### src/rtl/clkdiv_multi.sv
// -----------------------------------------------------------------------------
// clkdiv_multi
//
// Multi-channel programmable clock divider. Each of CHANNELS channels divides
// clk by its own integer divisor. Each channel drives a registered clock output
// and a one-cycle tick strobe. Use the strobe as a clock enable in the clk
// domain. A new divisor goes to a shadow register first. It becomes active
// only at a period boundary, which is a wrap or a sync. The period in
// progress always completes with the old divisor, so the output never glitches.
//
// Waveform for divisor D: clk_out is high for D - floor(D/2) cycles, then low
// for floor(D/2) cycles. The tick pulse falls on the first high cycle.
//
// Ports:
//   clk      in   system clock
//   rst      in   asynchronous, active-high reset
//   en       in   [CHANNELS]  per-channel run enable (0 freezes the channel)
//   sync     in   restart the phase of all channels together
//   wr_en    in   divisor write strobe
//   wr_ch    in   [CH_W]      channel addressed by the write (>= CHANNELS ignored)
//   wr_div   in   [CNT_W]     new divisor (0 and 1 are clamped to 2)
//   clk_out  out  [CHANNELS]  registered divided clocks
//   tick     out  [CHANNELS]  one-cycle pulse at the start of each high phase
//   pending  out  [CHANNELS]  a written divisor is waiting to be applied
// -----------------------------------------------------------------------------
module clkdiv_multi #(
   parameter int CHANNELS  = 4,
   parameter int CNT_W     = 16,
   parameter int RESET_DIV = 4,
   parameter int CH_W      = (CHANNELS > 1) ? $clog2(CHANNELS) : 1
) (
   input  logic                clk,
   input  logic                rst,
   input  logic [CHANNELS-1:0] en,
   input  logic                sync,
   input  logic                wr_en,
   input  logic [CH_W-1:0]     wr_ch,
   input  logic [CNT_W-1:0]    wr_div,
   output logic [CHANNELS-1:0] clk_out,
   output logic [CHANNELS-1:0] tick,
   output logic [CHANNELS-1:0] pending
);

   localparam logic [CNT_W-1:0] RESET_D = CNT_W'(RESET_DIV);
   localparam logic [CNT_W-1:0] ONE     = CNT_W'(1);
   localparam logic [CNT_W-1:0] TWO     = CNT_W'(2);

   // Per-channel state: active divisor, shadow divisor, phase counter.
   logic [CNT_W-1:0]    div_q    [CHANNELS];
   logic [CNT_W-1:0]    div_d    [CHANNELS];
   logic [CNT_W-1:0]    shadow_q [CHANNELS];
   logic [CNT_W-1:0]    shadow_d [CHANNELS];
   logic [CNT_W-1:0]    cnt_q    [CHANNELS];
   logic [CNT_W-1:0]    cnt_d    [CHANNELS];

   logic [CHANNELS-1:0] clk_out_q, clk_out_d;
   logic [CHANNELS-1:0] tick_q,    tick_d;
   logic [CHANNELS-1:0] pending_q, pending_d;

   logic                wr_valid;
   logic [CNT_W-1:0]    wr_div_clamped;

   // Write decode. Divisors below 2 cannot form a high and a low phase, so
   // they are raised to 2.
   always_comb begin
      wr_valid       = wr_en && (int'(wr_ch) < CHANNELS);
      wr_div_clamped = (wr_div < TWO) ? TWO : wr_div;
   end

   always_comb begin
      logic [CNT_W-1:0] hi;
      logic [CNT_W-1:0] div_next;
      logic             wrap;
      logic             apply;

      hi       = '0;
      div_next = '0;
      wrap     = 1'b0;
      apply    = 1'b0;

      for (int i = 0; i < CHANNELS; i++) begin
         // NOTE: every combinational output gets a default before any branch,
         // so no path through the block can leave it unassigned (no latch).
         div_d[i]     = div_q[i];
         shadow_d[i]  = shadow_q[i];
         cnt_d[i]     = cnt_q[i];
         clk_out_d[i] = clk_out_q[i];
         tick_d[i]    = 1'b0;
         pending_d[i] = pending_q[i];

         hi       = div_q[i] - (div_q[i] >> 1);
         wrap     = (cnt_q[i] == div_q[i] - ONE);
         // Divisor that governs the period about to start.
         div_next = pending_q[i] ? shadow_q[i] : div_q[i];
         // A pending divisor is applied only at a period boundary.
         apply    = pending_q[i] && (sync || (en[i] && wrap));

         if (apply) begin
            div_d[i]     = shadow_q[i];
            pending_d[i] = 1'b0;
         end

         if (sync && !en[i]) begin
            // Park on the last count so the first enabled edge starts a
            // fresh period, aligned with the channels that were running.
            cnt_d[i]     = div_next - ONE;
            clk_out_d[i] = 1'b0;
         end else if (en[i] && (sync || wrap)) begin
            cnt_d[i]     = '0;
            clk_out_d[i] = 1'b1;
            tick_d[i]    = 1'b1;
         end else if (en[i]) begin
            cnt_d[i]     = cnt_q[i] + ONE;
            clk_out_d[i] = (cnt_q[i] + ONE) < hi;
         end

         // A write lands after the apply. A write in the same cycle as an
         // apply therefore stays pending for the following boundary.
         if (wr_valid && (wr_ch == CH_W'(i))) begin
            shadow_d[i]  = wr_div_clamped;
            pending_d[i] = 1'b1;
         end
      end
   end

   always_ff @(posedge clk or posedge rst) begin
      if (rst) begin
         // NOTE: the per-channel arrays are ordinary flops, not a RAM, so they
         // are reset along with the rest of the state.
         for (int i = 0; i < CHANNELS; i++) begin
            div_q[i]    <= RESET_D;
            shadow_q[i] <= RESET_D;
            cnt_q[i]    <= RESET_D - ONE;
         end
         clk_out_q <= '0;
         tick_q    <= '0;
         pending_q <= '0;
      end else begin
         // NOTE: sequential state uses non-blocking assignments, so every flop
         // samples the values from before the edge.
         for (int i = 0; i < CHANNELS; i++) begin
            div_q[i]    <= div_d[i];
            shadow_q[i] <= shadow_d[i];
            cnt_q[i]    <= cnt_d[i];
         end
         clk_out_q <= clk_out_d;
         tick_q    <= tick_d;
         pending_q <= pending_d;
      end
   end

   assign clk_out = clk_out_q;
   assign tick    = tick_q;
   assign pending = pending_q;

endmodule

### config.mk
export PLATFORM = sky130hd
export DESIGN_NAME = clkdiv_multi
export DESIGN_NICKNAME = d
export VERILOG_FILES = /design/src/rtl/clkdiv_multi.sv
export SDC_FILE = /design/constraint.sdc
export NUM_CORES = 1
export LEC_CHECK = 0
export BUFFER_PORTS_ARGS = -buffer_cell sky130_fd_sc_hd__buf_4
export CAP_MARGIN = 20
export CORE_UTILIZATION = 60
export DETAILED_ROUTE_END_ITERATION = 16
export PLACE_DENSITY = 0.77
export SLEW_MARGIN = 40
export SYNTH_ARGS = -nofsm -noshare
export SYNTH_HDL_FRONTEND = slang
export SYNTH_SLANG_ARGS = --single-unit
### constraint.sdc
create_clock -name clk -period 10.72 [get_ports clk]
set_clock_uncertainty 0.05 [all_clocks]
set_input_delay 0.536 -clock clk [delete_from_list [all_inputs] [get_ports clk]]
set_output_delay 0.536 -clock clk [all_outputs]
set_load 0.05 [all_outputs]
Yosys cells after proc, flatten, opt, wreduce, memory -nomap -nowiden
Index checks and enable logic that the tools add are counted.

word-level totals
  output and inout port bits = 12
  input port bits = 26
  register bits after elaboration = 204

cells by class
  reductions and logical operators = 41
  $add $sub $neg = 16
  order comparisons = 5
  multiplexer cells = 45
  equal/unequal tests = 7

operators with widths
  cell                     count
  $mux W16                 17
  $sub A16 B1 Y16 const B  8
  $add A16 B1 Y16 const B  4
  $eq A16 B16 Y1           4
  $lt A16 B16 Y1           4
  $sub A16 B15 Y16         4
  $mux W1                  28
  $logic_and A1 B1 Y1      20
  $lt A16 B2 Y1 const B    1
  $reduce_bool A3 Y1       4
  $logic_or A1 B1 Y1       8
  $reduce_bool A2 Y1       4
  $eq A2 B2 Y1 const B     2
  $logic_not A1 Y1         4
  $eq A2 B1 Y1 const B     1
  $logic_not A2 Y1         1

Longest topological paths before layout
Gate-level depths: netlist (run 1).

  depth in word-level cells = 7
  gate-level depth with buffers = 17

Worst setup path after synthesis (run 1)
Ideal clock, no wire load.

  kind = reg-to-reg
  start point = reg pending_q[0], in the netlist pending[0]
  end point = reg cnt_q[62] (netlist name)
  stages on the path, launching flop included = 14
  arrival time = 3.927 ns
  data required time = 10.587 ns
  period minus slack after synthesis = 4.060 ns
  path slack = 6.660 ns
  cells stage by stage = dfrtp_1 -> buf_1 -> clkbuf_1 -> buf_1 -> clkbuf_1 -> mux2i_1 -> ha_1 -> nand2_1 -> or4_1 -> clkbuf_1 -> or3_1 -> a21oi_1 -> a21oi_1 -> o22ai_1

between the ends
  longest elaborated chain between the ends = 3

RTL lines
  what                            line  RTL
  start: declaration              58    logic [CHANNELS-1:0] pending_q, pending_d;
  start signal: assignment        148   pending_q <= pending_d;
  $mux W16                        94    div_next = pending_q[i] ? shadow_q[i] : div_q[i];
  $sub A16 B1 Y16                 106   cnt_d[i] = div_next - ONE;
  $mux W16                        103   if (sync && !en[i]) begin
  end signal: indexed assignment  133   cnt_q[i] <= RESET_D - ONE;
  end signal: indexed assignment  144   cnt_q[i] <= cnt_d[i];
  end: declaration                53    logic [CNT_W-1:0] cnt_q [CHANNELS];

Every way passes these cells.
A chain may end at the register's enable or synchronous reset.

Final worst setup path (run 1)
  start point = reg div_q[34] (netlist name)
  end point = reg clk_out_q[1], in the netlist clk_out[1]

between the ends
  longest elaborated chain between the ends = 6
  elaborated cells between the ends (all ways) = 10
  those cells by class = add/sub (2); order compare (1); eq/ne (1); mux (3); reduce/logical (3)

RTL lines
  what                                                      line  RTL
  start: declaration                                        49    logic [CNT_W-1:0] div_q [CHANNELS];
  start signal: indexed assignment                          142   div_q[i] <= div_d[i];
  branches (longest 6 deep; another with $sub A16 B15 Y16)  n/a
  end signal: assignment                                    146   clk_out_q <= clk_out_d;
  end: declaration                                          56    logic [CHANNELS-1:0] clk_out_q, clk_out_d;

Several ways; the timed one is not identified. The select of a mux whose other input is x is not followed.

==> results of run 1 <==
[metal layers]
| metal | track usage | vias up |
|---|---|---|
| li1 | - | 7602 |
| met1 | 0.414 | 7625 |
| met2 | 0.507 | 456 |
| met3 | 0.0234 | 100 |
| met4 | 0.0978 | 0 |
| met5 | 0 | - |
[state kept, by name, indices dropped and copies added, names as in the netlist]
signal	flops
pending	4
shadow_q	64
cnt_q	64
div_q	64
clk_out	4
tick	4
[stage by stage]
stage / utilization / total power, W
floorplan: - / 0.00377
global placement: 0.626 / 0.00434
detailed placement: 0.627 / 0.00445
CTS: 0.655 / 0.00536
global route: 0.657 / 0.00585
finish: 0.657 / 0.00538
[cell type report]
cell class,instances,area [um2],share of cell area
repair buffers,50,407,0.0202
multi-input cells,1703,12700,0.632
clock buffers,34,719,0.0358
clock inverters,12,138,0.00685
flip-flops and latches,204,5130,0.255
well taps,396,495,0.0247
inverters,131,504,0.0251
[cell families after synthesis]
logic type,after synthesis,share of synthesized area
mux,149,0.0858
simple gates,672,0.186
buf+inv,228,0.0476
compound gates,417,0.146
flops,204,0.274
fa+ha+maj,196,0.133
xor+xnor,269,0.127
[power breakdown]
group          leakage (nW)  internal (W)  switching, W
clock                 0.418      0.000523      0.000352
combinational          5.83       0.00146       0.00172
sequential             2.49      0.000975      0.000357
[critical path: stages, from the launching register on]
cell,delay (ps)
dfstp_2,590
inv_1,120
ha_1,370
nand2b_1,190
a221oi_1,400
o211ai_1,200
a31oi_1,250
a21oi_1,110
o21bai_1,160
xnor2_1,90
ha_1,320
nand3_1,110
nor4_1,280
a21oi_1,110
a211o_1,270
[cells in the final DEF (no fill, tap or decap), types with 10 or more instances in the layout]
cell type	n
a21o_1	16
a21oi_1	110
a221oi_1	10
a31oi_1	27
and3_1	33
buf_4	46
clkbuf_16	25
dfrtp_1	187
dfstp_2	16
ha_1	192
inv_1	127
mux2_2	90
mux2i_1	59
nand2_1	143
nand2b_1	13
nand3_1	80
nand4_1	29
nor2_1	132
nor2b_1	32
nor3_1	81
nor3b_1	26
nor4_1	22
o211ai_1	13
o21a_1	10
o21ai_0	76
o21ai_2	10
o21bai_1	18
o22ai_1	27
o31ai_1	14
or3_1	22
xnor2_1	174
xor2_1	93
[how the worst max path moves through the flow]
stage | cells after the start | to | slack [ps]
2_1_floorplan | 1 | clk_out[0]$_DFFE_PP0P_ | 4590
3_3_place_gp | 9 | div_q[63]$_DFFE_PP0P_ | 7130
3_5_place_dp | 14 | clk_out[1]$_DFFE_PP0P_ | 7010
4_1_cts | 14 | clk_out[1]$_DFFE_PP0P_ | 6990
5_1_grt | 14 | clk_out[1]$_DFFE_PP0P_ | 6650
6_report | 14 | clk_out[1]$_DFFE_PP0P_ | 6960
==> impl_metrics.py, run 1 <==
metrics = {
    "status": {
        "status": "finished clean",
    },
    "timing": {
        "final.period_utilization": 0.350,
        "finalSetupTns_ps": 0,
        "setup_viol_count_final": 0,
        "fmax_ghz": 0.266,
        "slew_viol_final": 0,
        "hold_ws_ps": 59.9,
        "fin_ws_ps": 6960,
        "post-route-min-period_ps": 3760,
        "tightest_slew_ps": 786,
        "slew_headroom": 0.475,
        "rsz0062_at_grt": "false",
        "hold_viol_final": 0,
    },
    "critical_path": {
        "r2r-end": "clk_out[1]$_DFFE_PP0P_",
        "r2r_cells": 14,
        "worst_r2r_startpoint": "div_q[34]$_DFFE_PP1P_",
        "cp_max_fo": 6,
        "cp.required_ps": 11070,
        "crit_start": "div_q[34]$_DFFE_PP1P_",
        "rrSetupSlack_ps": 6960,
        "start_kind": "register",
        "endpoint_kind": "register",
        "criticalPathCategory": "register to register",
        "worstPathArrival_ps": 4110,
    },
    "final_layout": {
        "synthToLayoutAreaGrowth_pct": 7.45,
        "n_fill_cell": 2490,
        "diodes": 0,
        "fin_area_um2": 20100,
        "layout.nets": 2337,
        "final_cells": 2530,
        "drive_gt1_frac": 0.109,
    },
    "global_routing": {
        "grtUsageTotal": 0.303,
        "grt_remaining_overflow": 0,
        "antenna_found_initial": 0,
        "grt_pass1_vias": 15286,
        "grt_first_pass_wirelength_um": 78100,
        "grt_start_max_net_pins": 127,
    },
    "clock_network": {
        "cts_sinks": 204,
        "clock_path_buffers": 3,
        "cts-resized-gates": 0,
        "clk_latency_ps": 530,
        "path_clk_slew_ps": 60,
        "root_buffer": "clkbuf_16",
        "cts.htree.levels": 1,
        "cts_tree": "done",
        "numCtsBuffers": 25,
        "post_cts_buffers": 0,
        "holdBufCountCts": 0,
    },
    "die": {
        "die_area_um2": 31900,
        "fp.dieH_um": 179,
        "ios": 38,
        "initial_core_util": 0.611,
        "row_count": 64,
        "core_area_um2": 30600,
        "die_w_um": 179,
    },
    "synth": {
        "synth_top_area_cell": "dfrtp_1",
        "ys_seq_elements": 204,
        "synth_fp_nets": 2357,
        "synth_top_area_frac": 0.252,
        "yosysWarnings": 0,
        "netlist_area_um2": 18700,
        "ys_async_sr_fraction": 1.00,
        "synthTopCellsByCount": "ha_1, dfrtp_1, xnor2_1",
        "synth_area_per_cell_um2": 8.76,
        "synth_cells": 2135,
        "synth_edf_count": 0,
        "ys_types": 82,
        "synth-seq-area-share": 0.274,
        "synth.most_common_cell": "ha_1",
        "ys.flop_type": "dfrtp_1",
        "yosys-top-cells-area": "dfrtp_1, ha_1, xnor2_1",
    },
    "drt": {
        "vias_per_cell": 6.24,
        "vias": 15783,
        "wl_um": 47000,
        "wl_met1_um": 21200,
        "wl_met2_um": 22000,
        "top_layer_used": "met4",
        "drt_iter0_drc": 1155,
        "dr.pass1.iters": 5,
        "ant_nets": 0,
        "routedWlPerCell_um": 18.6,
        "drcViolationCount": 0,
        "route.met3.wl_um": 2370,
    },
    "power_and_ir_drop": {
        "vdd_drop_max_v": 0.000164,
        "power_density_nw_per_um2": 268,
        "p_leak_nw": 8.74,
    },
    "placed_design": {
        "hpwlAfterDp_um": 34900,
        "dpl_cell_area_um2": 19200,
        "gp_congestion": 0.921,
        "dp_cells": 2482,
        "io_buffer_count": 37,
        "pre_cts_ws_ps": 7010,
    },
    "hold_path": {
        "min_path_type": "input port to asynchronous set/reset pin",
    },
    "flow_run": {
        "drv_cap": 0,
    },
}
(Power assumes the default switching activity.)
==> run 2: changes to the inputs <==
- CORE_UTILIZATION: 60 -> 59
- PLACE_DENSITY: 0.77 -> 0.79
- clock period: 10.72 -> 3.4 ns (I/O delays scaled with it)
==> run 2 against run 1 <==
  * Final cell count grew 3.4%
  * Sequential power rose to 3.0 times the previous value
  * Count of clock-buffer cells in the layout shrank 7
  * Routed wire length rose by 7.7%
  * Largest power group unchanged
==> impl_metrics.py, run 2 (synthesis results as in run 1) <==
metrics = {
    "clock_network": {
        "cts_tree": "done",
        "clk_latency_ps": 530,
        "root_buffer": "clkbuf_16",
        "clock_path_buffers": 3,
        "numCtsBuffers": 25,
        "cts_sinks": 204,
        "path_clk_slew_ps": 60,
        "cts.htree.levels": 1,
    },
    "final_layout": {
        "synthToLayoutAreaGrowth_pct": 12.5,
        "final_common_cell": "ha_1",
        "fin_area_um2": 21000,
        "layout.nets": 2424,
        "final_cells": 2616,
        "final_cell_mix": "ha_1, dfrtp_1, xnor2_1",
        "top_regs": "cnt_q x64, div_q x64, shadow_q x64",
        "n_fill_cell": 2415,
        "utilization": 0.681,
        "diodes": 0,
        "drive_gt1_frac": 0.156,
    },
    "timing": {
        "rsz0062_at_grt": "true",
        "slew_headroom": 0.510,
        "slew_viol_final": 0,
        "setup_viol_count_final": 0,
        "hold_viol_final": 0,
        "fmax_ghz": 0.303,
        "final.period_utilization": 0.970,
        "post-route-min-period_ps": 3300,
        "finalSetupTns_ps": 0,
        "tightest_slew_ps": 733,
    },
    "critical_path": {
        "cp_max_fo": 5,
        "path_cells": "clkinvlp_4 > buf_4 > ha_1 > o21bai_1 > a221oi_2 > nor2_1 > or3_1 > xnor2_1 > ha_1 > a21o_1 > a21o_1 > a21oi_2 > a21oi_1 > o21ai_1",
        "cp.required_ps": 3790,
        "criticalPathCategory": "register to register",
        "worst_r2r_startpoint": "div_q[18]$_DFFE_PP1P_",
        "r2r_cells": 14,
        "endpoint_kind": "register",
        "critPathSlowestCell": "dfstp_2",
        "crit_buf_inv": 2,
        "worstPathArrival_ps": 3690,
        "start_kind": "register",
        "critPathTopFamily": "compound AO/OA/AOI/OAI gates",
        "r2r-end": "clk_out[2]$_DFFE_PP0P_",
        "critPathMaxStageDelay_ps": 590,
        "rrSetupSlack_ps": 100,
    },
    "global_routing": {
        "antenna_found_initial": 0,
        "grt_pass1_vias": 15879,
        "grt_start_max_net_pins": 90,
        "grtUsageTotal": 0.305,
        "grt_remaining_overflow": 0,
        "grt_first_pass_wirelength_um": 81400,
    },
    "drt": {
        "drcViolationCount": 0,
        "routedWlPerCell_um": 19.4,
        "ant_nets": 0,
        "vias_per_cell": 6.28,
        "drt_iter0_drc": 1240,
        "wl_um": 50600,
        "dr.pass1.iters": 9,
        "vias": 16424,
    },
    "die": {
        "ios": 38,
        "core_area_um2": 30900,
        "initial_core_util": 0.605,
        "die_w_um": 180,
        "row_count": 64,
        "die_area_um2": 32400,
        "fp.dieH_um": 180,
    },
    "placed_design": {
        "io_buffer_count": 37,
        "dp_cells": 2543,
        "dpl_cell_area_um2": 19600,
        "gp_congestion": 0.922,
        "hpwlAfterDp_um": 36500,
    },
    "hold_path": {
        "min_delay_path_depth": 3,
        "hold_start": "en[0]",
        "hold_end": "cnt_q[63]$_DFFE_PP0P_",
        "min_path_type": "input port to register",
    },
    "power_and_ir_drop": {
        "p_leak_nw": 9.20,
        "vdd_drop_max_v": 0.000518,
        "power_density_nw_per_um2": 866,
    },
    "flow_run": {
        "drv_cap": 0,
    },
    "status": {
        "status": "finished clean",
    },
}
## run 2: report_power, final
part / total, W / switching [W] / internal (W)
Clock: 0.00293 / 0.00115 / 0.00179
Sequential: 0.00401 / 0.000931 / 0.00308
Combinational: 0.0113 / 0.00611 / 0.00517
Total: 0.0182 / 0.00819 / 0.0100
## run 2: stage by stage
step	setup slack (ps)	hold WS (ps)	total power [W]
6_report	102	17.0	0.0182
5_1_grt	-137	25.3	0.0197
4_1_cts	5.79	5.25	0.0176
3_5_place_dp	-46.6	271	0.0144
3_3_place_gp	-25.5	267	0.0140
2_1_floorplan	13.9	203	0.0119
## run 2: repair_timing
| action | in CTS | in global routing |
|---|---|---|
| cloned | 0 | 0 |
| pin swaps | 0 | 28 |
| resized for setup | 5 | 45 |
| hold endpoints to repair | 86 | 0 |
| setup buffers | 0 | 9 |
| endpoints found under the setup margin | 4 | 7 |
| hold buffers | 17 | 0 |
## run 2: worst max-delay path by stage
| stage | startpoint | to | slack, ps | depth (start not counted) |
|---|---|---|---|---|
| 6_report | div_q[18]$_DFFE_PP1P_ | clk_out[2]$_DFFE_PP0P_ | 100 | 14 |
| 5_1_grt | div_q[18]$_DFFE_PP1P_ | clk_out[2]$_DFFE_PP0P_ | -140 | 15 |
| 4_1_cts | div_q[52]$_DFFE_PP0P_ | clk_out[0]$_DFFE_PP0P_ | 6 | 15 |
| 3_5_place_dp | div_q[34]$_DFFE_PP1P_ | clk_out[1]$_DFFE_PP0P_ | -50 | 14 |
| 3_3_place_gp | div_q[34]$_DFFE_PP1P_ | clk_out[1]$_DFFE_PP0P_ | -30 | 14 |
| 2_1_floorplan | pending[0]$_DFFE_PP0P_ | cnt_q[62]$_DFFE_PP0P_ | 10 | 13 |
## run 2: metal layers
layer  share of wire  up-vias  global-route usage  routed length, um
met3           0.069      113              0.0384               3510
met5               0        -                   0                  0
met4           0.025        0              0.0889               1260
met2            0.48      628               0.515              24100
li1                -     7766                   -                  -
met1            0.43     7917               0.409              21800
## run 2: cell type report
| type | instances | area (um2) | area share |
|---|---|---|---|
| Sequential cell | 204 | 5130 | 0.244 |
| Clock inverter | 18 | 246 | 0.0117 |
| Tap cell | 396 | 495 | 0.0235 |
| Timing Repair Buffer | 137 | 1100 | 0.0522 |
| Inverter | 131 | 499 | 0.0237 |
| Multi-Input combinational cell | 1703 | 12900 | 0.614 |
| Clock buffer | 27 | 653 | 0.0310 |
## run 2: worst register-to-register path, cell delays in order, from the launching register on
cell and delay, ps:
dfstp_2 590, clkinvlp_4 170, buf_4 170, ha_1 170, o21bai_1 190, a221oi_2 320, nor2_1 70, or3_1 330
xnor2_1 200, ha_1 270, a21o_1 180, a21o_1 180, a21oi_2 120, a21oi_1 70, o21ai_1 140
==> run 3: changes to the inputs <==
- BUFFER_PORTS_ARGS: -buffer_cell sky130_fd_sc_hd__buf_4 -> -buffer_cell sky130_fd_sc_hd__buf_2
==> run 3 against run 2 <==
  * Global-route usage is 0.82 points higher
  * Via count is 0.50% higher
  * Count of clock-buffer cells in the layout is 3 higher
  * Combinational power is 4% higher
  * Hold slack better by 24 ps
  * Largest power group unchanged
  * Clock power is 9.6% lower
  * Final cell count is 0.73% higher
  * Total power is 0.99% higher
  * Cell area is 0.80% higher
==> impl_metrics.py, run 3 (synthesis results as in run 1) <==
metrics = {
    "drt": {
        "wl_um": 51800,
        "vias": 16506,
        "dr.pass1.iters": 5,
        "drcViolationCount": 0,
        "vias_per_cell": 6.26,
        "drt_iter0_drc": 1305,
        "routedWlPerCell_um": 19.7,
        "ant_nets": 0,
    },
    "timing": {
        "final.period_utilization": 0.988,
        "finalSetupTns_ps": 0,
        "slew_viol_final": 0,
        "hold_viol_final": 0,
        "tightest_slew_ps": 679,
        "post-route-min-period_ps": 3360,
        "fmax_ghz": 0.298,
        "slew_headroom": 0.543,
        "rsz0062_at_grt": "true",
        "setup_viol_count_final": 0,
    },
    "die": {
        "fp.dieH_um": 180,
        "die_area_um2": 32400,
        "core_area_um2": 30900,
        "initial_core_util": 0.605,
        "die_w_um": 180,
        "ios": 38,
        "row_count": 64,
    },
    "power_and_ir_drop": {
        "vdd_drop_max_v": 0.000665,
        "power_density_nw_per_um2": 867,
        "p_leak_nw": 9.27,
    },
    "final_layout": {
        "final_common_cell": "ha_1",
        "synthToLayoutAreaGrowth_pct": 13.4,
        "n_fill_cell": 2384,
        "utilization": 0.686,
        "final_cell_mix": "ha_1, dfrtp_1, xnor2_1",
        "top_regs": "cnt_q x64, div_q x64, shadow_q x64",
        "layout.nets": 2441,
        "drive_gt1_frac": 0.169,
    },
    "status": {
        "status": "finished clean",
    },
    "global_routing": {
        "grt_first_pass_wirelength_um": 83000,
        "grt_remaining_overflow": 0,
        "antenna_found_initial": 2,
        "grtUsageTotal": 0.313,
        "grt_pass1_vias": 16134,
        "grt_start_max_net_pins": 58,
    },
    "critical_path": {
        "start_kind": "register",
        "criticalPathCategory": "register to register",
        "endpoint_kind": "register",
        "cp.required_ps": 3770,
        "worstPathArrival_ps": 3730,
        "cp_max_fo": 3,
        "rrSetupSlack_ps": 40,
    },
    "clock_network": {
        "path_clk_slew_ps": 70,
        "cts_tree": "done",
        "numCtsBuffers": 24,
        "root_buffer": "clkbuf_16",
        "clock_path_buffers": 3,
        "cts_sinks": 204,
        "cts.htree.levels": 1,
        "clk_latency_ps": 530,
    },
    "hold_path": {
        "min_path_type": "input port to register",
    },
    "placed_design": {
        "gp_congestion": 0.951,
        "io_buffer_count": 37,
        "hpwlAfterDp_um": 37500,
    },
    "flow_run": {
        "drv_cap": 0,
    },
}
[run 3: layout make-up]
cell class	instances	area [um2]	area share
flip-flops and latches	204	5130	0.242
repair buffers	155	1180	0.0556
multi-input cells	1703	13100	0.617
diodes	2	5.00	0.000236
clock buffers	30	654	0.0309
inverters	131	505	0.0238
well taps	396	495	0.0234
clock inverters	14	143	0.00672
[run 3: layer usage]
layer,share of wire,GRT usage,wire length [um]
met5,0,0,0
met1,0.43,0.416,22300
met3,0.064,0.0335,3330
met2,0.48,0.530,24600
met4,0.030,0.110,1560
[run 3: worst paths after layout]
| check | from | cells after the start | to |
|---|---|---|---|
| setup / recovery | div_q[32]$_DFFE_PP0P_ | 16 | clk_out[1]$_DFFE_PP0P_ |
| hold / removal | wr_div[1] | 3 | shadow_q[1]$_DFFE_PP0P_ |
| setup reg to reg | div_q[32]$_DFFE_PP0P_ | 16 | clk_out[1]$_DFFE_PP0P_ |
| hold reg to reg | shadow_q[0]$_DFFE_PP0P_ | 2 | shadow_q[0]$_DFFE_PP0P_ |
| max in group asynchronous | rst | 5 | shadow_q[34]$_DFFE_PP1P_ |
| min in group asynchronous | rst | 3 | shadow_q[27]$_DFFE_PP0P_ |
[run 3: stage by stage]
stage | power, W | instance area (um2) | hold slack [ps] | setup WS, ps | cells
after floorplan | 0.0119 | 18700 | 203 | 13.9 | 2135
after global placement | 0.0140 | 19700 | 366 | 17.9 | 2554
after detailed placement | 0.0144 | 19700 | 166 | -81.6 | 2555
after CTS | 0.0174 | 20700 | 17.0 | 11.6 | 2616
after global routing | 0.0198 | 21200 | 56.8 | -137 | 2633
final | 0.0184 | 21200 | 41.4 | 41.9 | 2635
[run 3: repair_timing]
action	in CTS	in global routing
setup endpoints to repair	4	7
gates resized for setup	7	67
endpoints found under the hold margin	123	0
pin swaps	5	51
hold buffers	15	0
buffers inserted	2	18
[run 3: report_power, final]
part | total (W) | switching, W | internal [W]
clock | 0.00265 | 0.00112 | 0.00153
combinational | 0.0117 | 0.00631 | 0.00542
sequential | 0.00402 | 0.000937 | 0.00308
total | 0.0184 | 0.00837 | 0.0100
[run 3: critical path, stage by stage, from the launching register on]
cell,delay (ps)
dfrtp_1,390
inv_2,80
ha_4,140
inv_2,40
fa_2,410
nand2b_4,100
a221oi_4,70
o211ai_1,270
a31oi_1,170
a21oi_1,180
o21bai_1,100
xnor2_1,140
ha_1,320
nand3_2,100
nor4_2,280
a21oi_1,100
a211o_1,290
